File: config.mk
export PLATFORM = sky130hd
export DESIGN_NAME = fcpu_rob_flat
export DESIGN_NICKNAME = d
export VERILOG_FILES = /design/src/rtl/fcpu_rob_if.sv /design/src/rtl/fcpu_rob.sv /design/src/flat_wrapper.sv
export SDC_FILE = /design/constraint.sdc
export NUM_CORES = 1
export LEC_CHECK = 0
export ABC_CLOCK_PERIOD_IN_PS = 6500
export CAP_MARGIN = 25
export CORE_ASPECT_RATIO = 1.75
export CORE_MARGIN = 2
export CORE_UTILIZATION = 55
export DETAILED_ROUTE_END_ITERATION = 12
export HOLD_SLACK_MARGIN = 0.12
export PLACE_DENSITY_LB_ADDON = 0.3
export SYNTH_ARGS = -nofsm -noshare
export SYNTH_HDL_FRONTEND = slang
export SYNTH_SLANG_ARGS = --single-unit
File: constraint.sdc
create_clock -name clk -period 6.5 [get_ports clk]
set_clock_uncertainty 0.1 [all_clocks]
set_input_delay 0.65 -clock clk [delete_from_list [all_inputs] [get_ports clk]]
set_output_delay 0.65 -clock clk [all_outputs]
set_load 0.02 [all_outputs]
File: src/rtl/fcpu_rob_if.sv
// +--------------------------------------------------------------------------+
// | fcpu_rob_if : dispatch / CDB / lookup / commit bundle of the fcpu ROB    |
// | Rev 1.0                                                                  |
// +--------------------------------------------------------------------------+
`default_nettype none

interface fcpu_rob_if #(
  parameter int N_ROB_W    = 4,
  parameter int DATA_W     = 32,
  parameter int REG_ADDR_W = 5
);
  logic                  dispatch_valid;
  logic                  dispatch_ready;
  logic [2:0]            dispatch_type;
  logic [REG_ADDR_W-1:0] dispatch_dst_reg;
  logic [N_ROB_W-1:0]    dispatch_tag;
  logic                  cdb_valid;
  logic [N_ROB_W-1:0]    cdb_tag;
  logic [DATA_W-1:0]     cdb_data;
  logic                  cdb_mispredict;
  logic [N_ROB_W-1:0]    src_tag;
  logic                  src_ready;
  logic [DATA_W-1:0]     src_data;
  logic                  commit_valid;
  logic                  commit_ready;
  logic [2:0]            commit_type;
  logic [REG_ADDR_W-1:0] commit_dst_reg;
  logic [DATA_W-1:0]     commit_data;
  logic [N_ROB_W-1:0]    commit_tag;
  logic                  flush;
  logic [N_ROB_W:0]      count;

  modport master (
    output dispatch_valid, dispatch_type, dispatch_dst_reg,
    output cdb_valid, cdb_tag, cdb_data, cdb_mispredict,
    output src_tag, commit_ready,
    input  dispatch_ready, dispatch_tag, src_ready, src_data,
    input  commit_valid, commit_type, commit_dst_reg, commit_data, commit_tag,
    input  flush, count
  );

  modport slave (
    input  dispatch_valid, dispatch_type, dispatch_dst_reg,
    input  cdb_valid, cdb_tag, cdb_data, cdb_mispredict,
    input  src_tag, commit_ready,
    output dispatch_ready, dispatch_tag, src_ready, src_data,
    output commit_valid, commit_type, commit_dst_reg, commit_data, commit_tag,
    output flush, count
  );
endinterface

`default_nettype wire

File: src/rtl/fcpu_rob.sv
// +--------------------------------------------------------------------------+
// | fcpu_rob : reorder buffer, in-order alloc/retire, out-of-order complete  |
// | Rev 1.0                                                                  |
// +--------------------------------------------------------------------------+
`default_nettype none

module fcpu_rob #(
  parameter int N_ROB_W    = 4,
  parameter int DATA_W     = 32,
  parameter int REG_ADDR_W = 5
) (
  input  logic       clk,
  input  logic       rstn,
  fcpu_rob_if.slave  bus
);
  localparam int         C_DEPTH         = 1 << N_ROB_W;
  localparam logic [2:0] C_COMMIT_BRANCH = 3'd4;
  localparam logic [N_ROB_W:0] C_PTR_ONE = (N_ROB_W+1)'(1);

  logic [N_ROB_W:0]      head_q, head_d, tail_q, tail_d;
  logic [C_DEPTH-1:0]    busy_q, busy_d, done_q, done_d, mis_q, mis_d;
  logic                  flush_q, flush_d;
  logic [2:0]            type_q [C_DEPTH];
  logic [REG_ADDR_W-1:0] dst_q  [C_DEPTH];
  logic [DATA_W-1:0]     data_q [C_DEPTH];

  logic [N_ROB_W-1:0] head_idx, tail_idx;
  logic full, disp_rdy, disp_fire, cmt_vld, cmt_fire, mis_flush, cdb_fire;

  assign head_idx  = head_q[N_ROB_W-1:0];
  assign tail_idx  = tail_q[N_ROB_W-1:0];
  assign full      = (head_idx == tail_idx) && (head_q[N_ROB_W] != tail_q[N_ROB_W]);
  assign disp_rdy  = rstn & ~full & ~flush_q;
  assign disp_fire = bus.dispatch_valid & disp_rdy;
  assign cmt_vld   = rstn & ~flush_q & busy_q[head_idx] & done_q[head_idx];
  assign cmt_fire  = cmt_vld & bus.commit_ready;
  assign mis_flush = cmt_fire & mis_q[head_idx] & (type_q[head_idx] == C_COMMIT_BRANCH);
  // A result racing the allocation of its own slot, or a flushing retire, is dropped.
  assign cdb_fire  = bus.cdb_valid & busy_q[bus.cdb_tag] & ~flush_q & ~mis_flush
                   & ~(disp_fire & (bus.cdb_tag == tail_idx));

  always_comb begin
    head_d  = head_q;
    tail_d  = tail_q;
    busy_d  = busy_q;
    done_d  = done_q;
    mis_d   = mis_q;
    flush_d = 1'b0;
    if (cdb_fire) begin
      done_d[bus.cdb_tag] = 1'b1;
      mis_d[bus.cdb_tag]  = bus.cdb_mispredict;
    end
    if (cmt_fire) begin
      busy_d[head_idx] = 1'b0;
      done_d[head_idx] = 1'b0;
      head_d           = head_q + C_PTR_ONE;
    end
    if (disp_fire) begin
      busy_d[tail_idx] = 1'b1;
      done_d[tail_idx] = 1'b0;
      mis_d[tail_idx]  = 1'b0;
      tail_d           = tail_q + C_PTR_ONE;
    end
    // Retiring a mispredicted branch empties the buffer behind the new head.
    if (mis_flush) begin
      busy_d  = '0;
      done_d  = '0;
      mis_d   = '0;
      tail_d  = head_q + C_PTR_ONE;
      flush_d = 1'b1;
    end
  end

  always_ff @(posedge clk) begin
    if (!rstn) begin
      head_q  <= '0;
      tail_q  <= '0;
      busy_q  <= '0;
      done_q  <= '0;
      mis_q   <= '0;
      flush_q <= 1'b0;
    end else begin
      head_q  <= head_d;
      tail_q  <= tail_d;
      busy_q  <= busy_d;
      done_q  <= done_d;
      mis_q   <= mis_d;
      flush_q <= flush_d;
    end
  end

  always_ff @(posedge clk) begin
    if (disp_fire) begin
      type_q[tail_idx] <= bus.dispatch_type;
      dst_q[tail_idx]  <= bus.dispatch_dst_reg;
    end
    if (cdb_fire) begin
      data_q[bus.cdb_tag] <= bus.cdb_data;
    end
  end

  assign bus.dispatch_ready = disp_rdy;
  assign bus.dispatch_tag   = tail_idx;
  assign bus.src_ready      = busy_q[bus.src_tag] & done_q[bus.src_tag];
  assign bus.src_data       = data_q[bus.src_tag];
  assign bus.commit_valid   = cmt_vld;
  assign bus.commit_type    = type_q[head_idx];
  assign bus.commit_dst_reg = dst_q[head_idx];
  assign bus.commit_data    = data_q[head_idx];
  assign bus.commit_tag     = head_idx;
  assign bus.flush          = flush_q;
  assign bus.count          = tail_q - head_q;
endmodule

`default_nettype wire

File: src/flat_wrapper.sv
// flat-port wrapper written by rule: the top's interface ports become plain ports
module fcpu_rob_flat 
#(
  parameter int N_ROB_W    = 4,
  parameter int DATA_W     = 32,
  parameter int REG_ADDR_W = 5
)
  (clk, rstn, bus_dispatch_valid, bus_dispatch_type, bus_dispatch_dst_reg, bus_cdb_valid, bus_cdb_tag, bus_cdb_data, bus_cdb_mispredict, bus_src_tag, bus_commit_ready, bus_dispatch_ready, bus_dispatch_tag, bus_src_ready, bus_src_data, bus_commit_valid, bus_commit_type, bus_commit_dst_reg, bus_commit_data, bus_commit_tag, bus_flush, bus_count);
  fcpu_rob_if #(.N_ROB_W(N_ROB_W), .DATA_W(DATA_W), .REG_ADDR_W(REG_ADDR_W)) bus_i ();
  input  logic clk;
  input  logic rstn;
  input wire logic [$bits(bus_i.dispatch_valid)-1:0] bus_dispatch_valid;
  input wire logic [$bits(bus_i.dispatch_type)-1:0] bus_dispatch_type;
  input wire logic [$bits(bus_i.dispatch_dst_reg)-1:0] bus_dispatch_dst_reg;
  input wire logic [$bits(bus_i.cdb_valid)-1:0] bus_cdb_valid;
  input wire logic [$bits(bus_i.cdb_tag)-1:0] bus_cdb_tag;
  input wire logic [$bits(bus_i.cdb_data)-1:0] bus_cdb_data;
  input wire logic [$bits(bus_i.cdb_mispredict)-1:0] bus_cdb_mispredict;
  input wire logic [$bits(bus_i.src_tag)-1:0] bus_src_tag;
  input wire logic [$bits(bus_i.commit_ready)-1:0] bus_commit_ready;
  output wire logic [$bits(bus_i.dispatch_ready)-1:0] bus_dispatch_ready;
  output wire logic [$bits(bus_i.dispatch_tag)-1:0] bus_dispatch_tag;
  output wire logic [$bits(bus_i.src_ready)-1:0] bus_src_ready;
  output wire logic [$bits(bus_i.src_data)-1:0] bus_src_data;
  output wire logic [$bits(bus_i.commit_valid)-1:0] bus_commit_valid;
  output wire logic [$bits(bus_i.commit_type)-1:0] bus_commit_type;
  output wire logic [$bits(bus_i.commit_dst_reg)-1:0] bus_commit_dst_reg;
  output wire logic [$bits(bus_i.commit_data)-1:0] bus_commit_data;
  output wire logic [$bits(bus_i.commit_tag)-1:0] bus_commit_tag;
  output wire logic [$bits(bus_i.flush)-1:0] bus_flush;
  output wire logic [$bits(bus_i.count)-1:0] bus_count;
  assign bus_i.dispatch_valid = bus_dispatch_valid;
  assign bus_i.dispatch_type = bus_dispatch_type;
  assign bus_i.dispatch_dst_reg = bus_dispatch_dst_reg;
  assign bus_i.cdb_valid = bus_cdb_valid;
  assign bus_i.cdb_tag = bus_cdb_tag;
  assign bus_i.cdb_data = bus_cdb_data;
  assign bus_i.cdb_mispredict = bus_cdb_mispredict;
  assign bus_i.src_tag = bus_src_tag;
  assign bus_i.commit_ready = bus_commit_ready;
  assign bus_dispatch_ready = bus_i.dispatch_ready;
  assign bus_dispatch_tag = bus_i.dispatch_tag;
  assign bus_src_ready = bus_i.src_ready;
  assign bus_src_data = bus_i.src_data;
  assign bus_commit_valid = bus_i.commit_valid;
  assign bus_commit_type = bus_i.commit_type;
  assign bus_commit_dst_reg = bus_i.commit_dst_reg;
  assign bus_commit_data = bus_i.commit_data;
  assign bus_commit_tag = bus_i.commit_tag;
  assign bus_flush = bus_i.flush;
  assign bus_count = bus_i.count;
  fcpu_rob #(.N_ROB_W(N_ROB_W), .DATA_W(DATA_W), .REG_ADDR_W(REG_ADDR_W)) u_core (.clk(clk), .rstn(rstn), .bus(bus_i));
endmodule
==> out/results.tsv <==
stage	metric	value	unit
routing	post-DR wirelength/cell	32.1	um
synth	Yosys reg bits	703	
finish	fillers	3847	
finish	area delta synth->final	13.5	%
synth	Synth area leaders	edfxtp_1 61%, mux4_2 27%, dfxtp_1 4.0%	
floorplanning	num rows	116	
floorplanning	Die X	185	um
hold_path	hold wc startpoint	u_core.mis_q[3]$_SDFF_PP0_	
global_route	vias in the first global route	18275	
timing	Slew HR	27.6	%
synth	syn nets	1618	
timing	RSZ-0062 raised after global routing	false	
timing	Worst Max-Slew Pin Slew	1080	ps
synth	Top FF cell, synth	edfxtp_1	
setup_path	Worst setup SP type	flop	
setup_path	Worst Path Arrival	4040	ps
floorplanning	core area	57000	um^2
global_route	aggregate global-route resource usage	27.9	%
synth	syn avg cell area	20.4	um^2
timing	crit share post-route	73.7	%
clock_network	TritonCTS buffer count	58	
setup_path	crit end category	output port	
clock_network	TritonCTS Sinks	703	
floorplanning	# IOs	143	
routing	DR vias	17048	
synth	Post-synth EDFFs	640	
clock_network	Clock Tree Buf Depth	3	
pwr	Worst IR Drop VDD	287	uV
finish	share of layout cells above drive strength 1	31.6	%
setup_path	Setup Crit Path Kind	reg2out	
floorplanning	Die ar.	59400	um^2
setup_path	worst r2r src	u_core.head_q[0]$_SDFFE_PN0N_	
setup_path	Crit path required time	5750	ps
synth	synthesized area	31600	um^2
global_route	initial antenna violation count	5	
clock_network	clock root cell	clkbuf_16	
placement	placed wire-length estimate	47.1	mm
floorplanning	Initial Utilization	55.4	%
routing	ANT nets after route	0	
synth	top-count cell post-synth	edfxtp_1	
placement	RePlAce Congestion	0.985	
global_route	Overflow after GRT	0	
finish	Layout Nets	1748	
hold_path	Hold Path Class	reg2reg	
global_route	first-pass GRT wire length	119	mm
timing	# setup viols final	0	
synth	Yosys cell types	55	
outcome	run status	finished, final reports clean	
synth	ys async rst share	0	%
clock_network	cts repair resizes	0	
run	max cap viols	0	
routing	Vias/cell	6.82	
timing	fin. max-slew vios	0	
pwr	LEAKAGE	10.8	nW
clock_network	CTS tree	yes	
timing	Hold Vio Cnt, Final	0	
global_route	largest net degree at the start of global routing	113	
routing	Iteration-0 DRC Markers	1773	
setup_path	critical path fanouts, max	19	
clock_network	Post-CTS Setup Inserts	0	
pwr	PwrDens	248	nW/um^2
synth	top post-synthesis cells by count	640 x edfxtp_1, 372 x mux4_2, 64 x clkbuf_1	
finish	Sequential cell area	20500	um^2
setup_path	launch point of the worst path	u_core.head_q[0]$_SDFFE_PN0N_	
synth	cell taking the most area after synthesis	edfxtp_1	
finish	area of the multi-input gates	10600	um^2
timing	final setup TNS	0	ps
timing	Fmax	209	MHz
routing	DRC errors left	0	
placement	IO Port Bufs	142	
routing	Total Routed Length	80.1	mm
synth	Synth Warn #	0	
synth	Seq/Total Area, Yosys	64.9	%
timing	Tmin final	4790	ps
routing	1st-pass router iterations	5	
synth	post-synth top area share	60.9	%
finish	final core utilization	62.8	%
floorplanning	die height	321	um
clock_network	Clk pin slew, worst setup/hold paths	70	ps
synth	Synth Instances	1551	
clock_network	worst-skew pair later-pin latency	600	ps
clock_network	H-tree depth	2	
clock_network	Post-CTS Hold Fix Bufs	0	
-- power breakdown --
group	switching, mW	leakage [nW]	internal, mW
Clock	1.60	0.919	1.90
Combinational	0.238	3.58	0.193
Sequential	0.00632	6.26	4.93
Total	1.85	10.8	7.02
-- layout by cell type, fill, tap and decap left out, drive strengths merged, types with 5 or more instances in the layout --
cell	n
mux2i	21
clkdlybuf4s50	138
bufinv	6
and3	6
nor2	48
nand2b	5
inv	29
ha	12
mux4	372
clkbuf	63
buf	47
clkinvlp	5
a31oi	5
edfxtp	640
a21oi	28
nor3	36
a22oi	7
clkinv	31
nor2b	11
nand4	6
dfxtp	63
o21ai	14
nand2	40
xnor2	15
nand3	18
-- layer usage --
metal,wire length (um),vias up,track usage (%)
met5,23,-,0
met4,3770,4,12.0
met3,5640,226,4.66
met2,43400,875,49.2
met1,27300,9034,33.9
li1,-,6909,-
-- state kept, by name, indices dropped and copies added (netlist names), named ones only --
name / count
u_core.tail_q: 5
u_core.dst_q: 80
u_core.type_q: 48
u_core.bus.flush: 1
u_core.done_q: 16
u_core.mis_q: 16
u_core.data_q: 512
u_core.busy_q: 16
u_core.head_q: 5
-- through the flow --
stage / setup WS [ps] / area (um^2) / power [mW] / hold WS, ps / cells
after CTS: 1690 / 35800 / 8.92 / 415 / 2495
after detailed placement: 1960 / 33900 / 5.47 / 396 / 2387
after floorplan: 1250 / 31600 / 5.27 / 355 / 1551
final: 1710 / 35800 / 8.87 / 416 / 2499
after global placement: 2150 / 33900 / 5.46 / 400 / 2387
after global routing: 1520 / 35800 / 9.11 / 442 / 2497
-- cell families after synthesis --
kind of cell | share of synthesized area, %
flip-flops | 64.9
multiplexers | 27.2
adder cells (fa/ha/maj) | 0.539
buffers and inverters | 1.91
AO/OA/AOI/OAI | 2.03
XOR/XNOR | 0.499
AND/OR/NAND/NOR | 2.92
-- layout make-up --
cell class,instances,area share [%]
well taps,767,2.68
clock inverters,46,1.11
inverters,25,0.262
diodes,3,0.0210
flip-flops and latches,703,57.2
clock buffers,62,4.15
repair buffers,186,5.07
multi-input cells,707,29.5
-- final timing paths --
kind	slack, ps	to	cells after the start
setup reg to reg	1860	u_core.data_q[13][31]$_DFFE_PP_	8
hold / removal	420	u_core.mis_q[3]$_SDFF_PP0_	2
setup / recovery	1710	bus_commit_valid	6
hold reg to reg	420	u_core.mis_q[3]$_SDFF_PP0_	2
-- critical path: stages (launching register included) --
cell	delay (ps)
dfxtp_1	950
inv_2	180
mux4_2	530
a2111oi_4	640
nand2_1	280
inv_2	220
clkdlybuf4s50_1	640
Power figures use the tool's default switching activity.
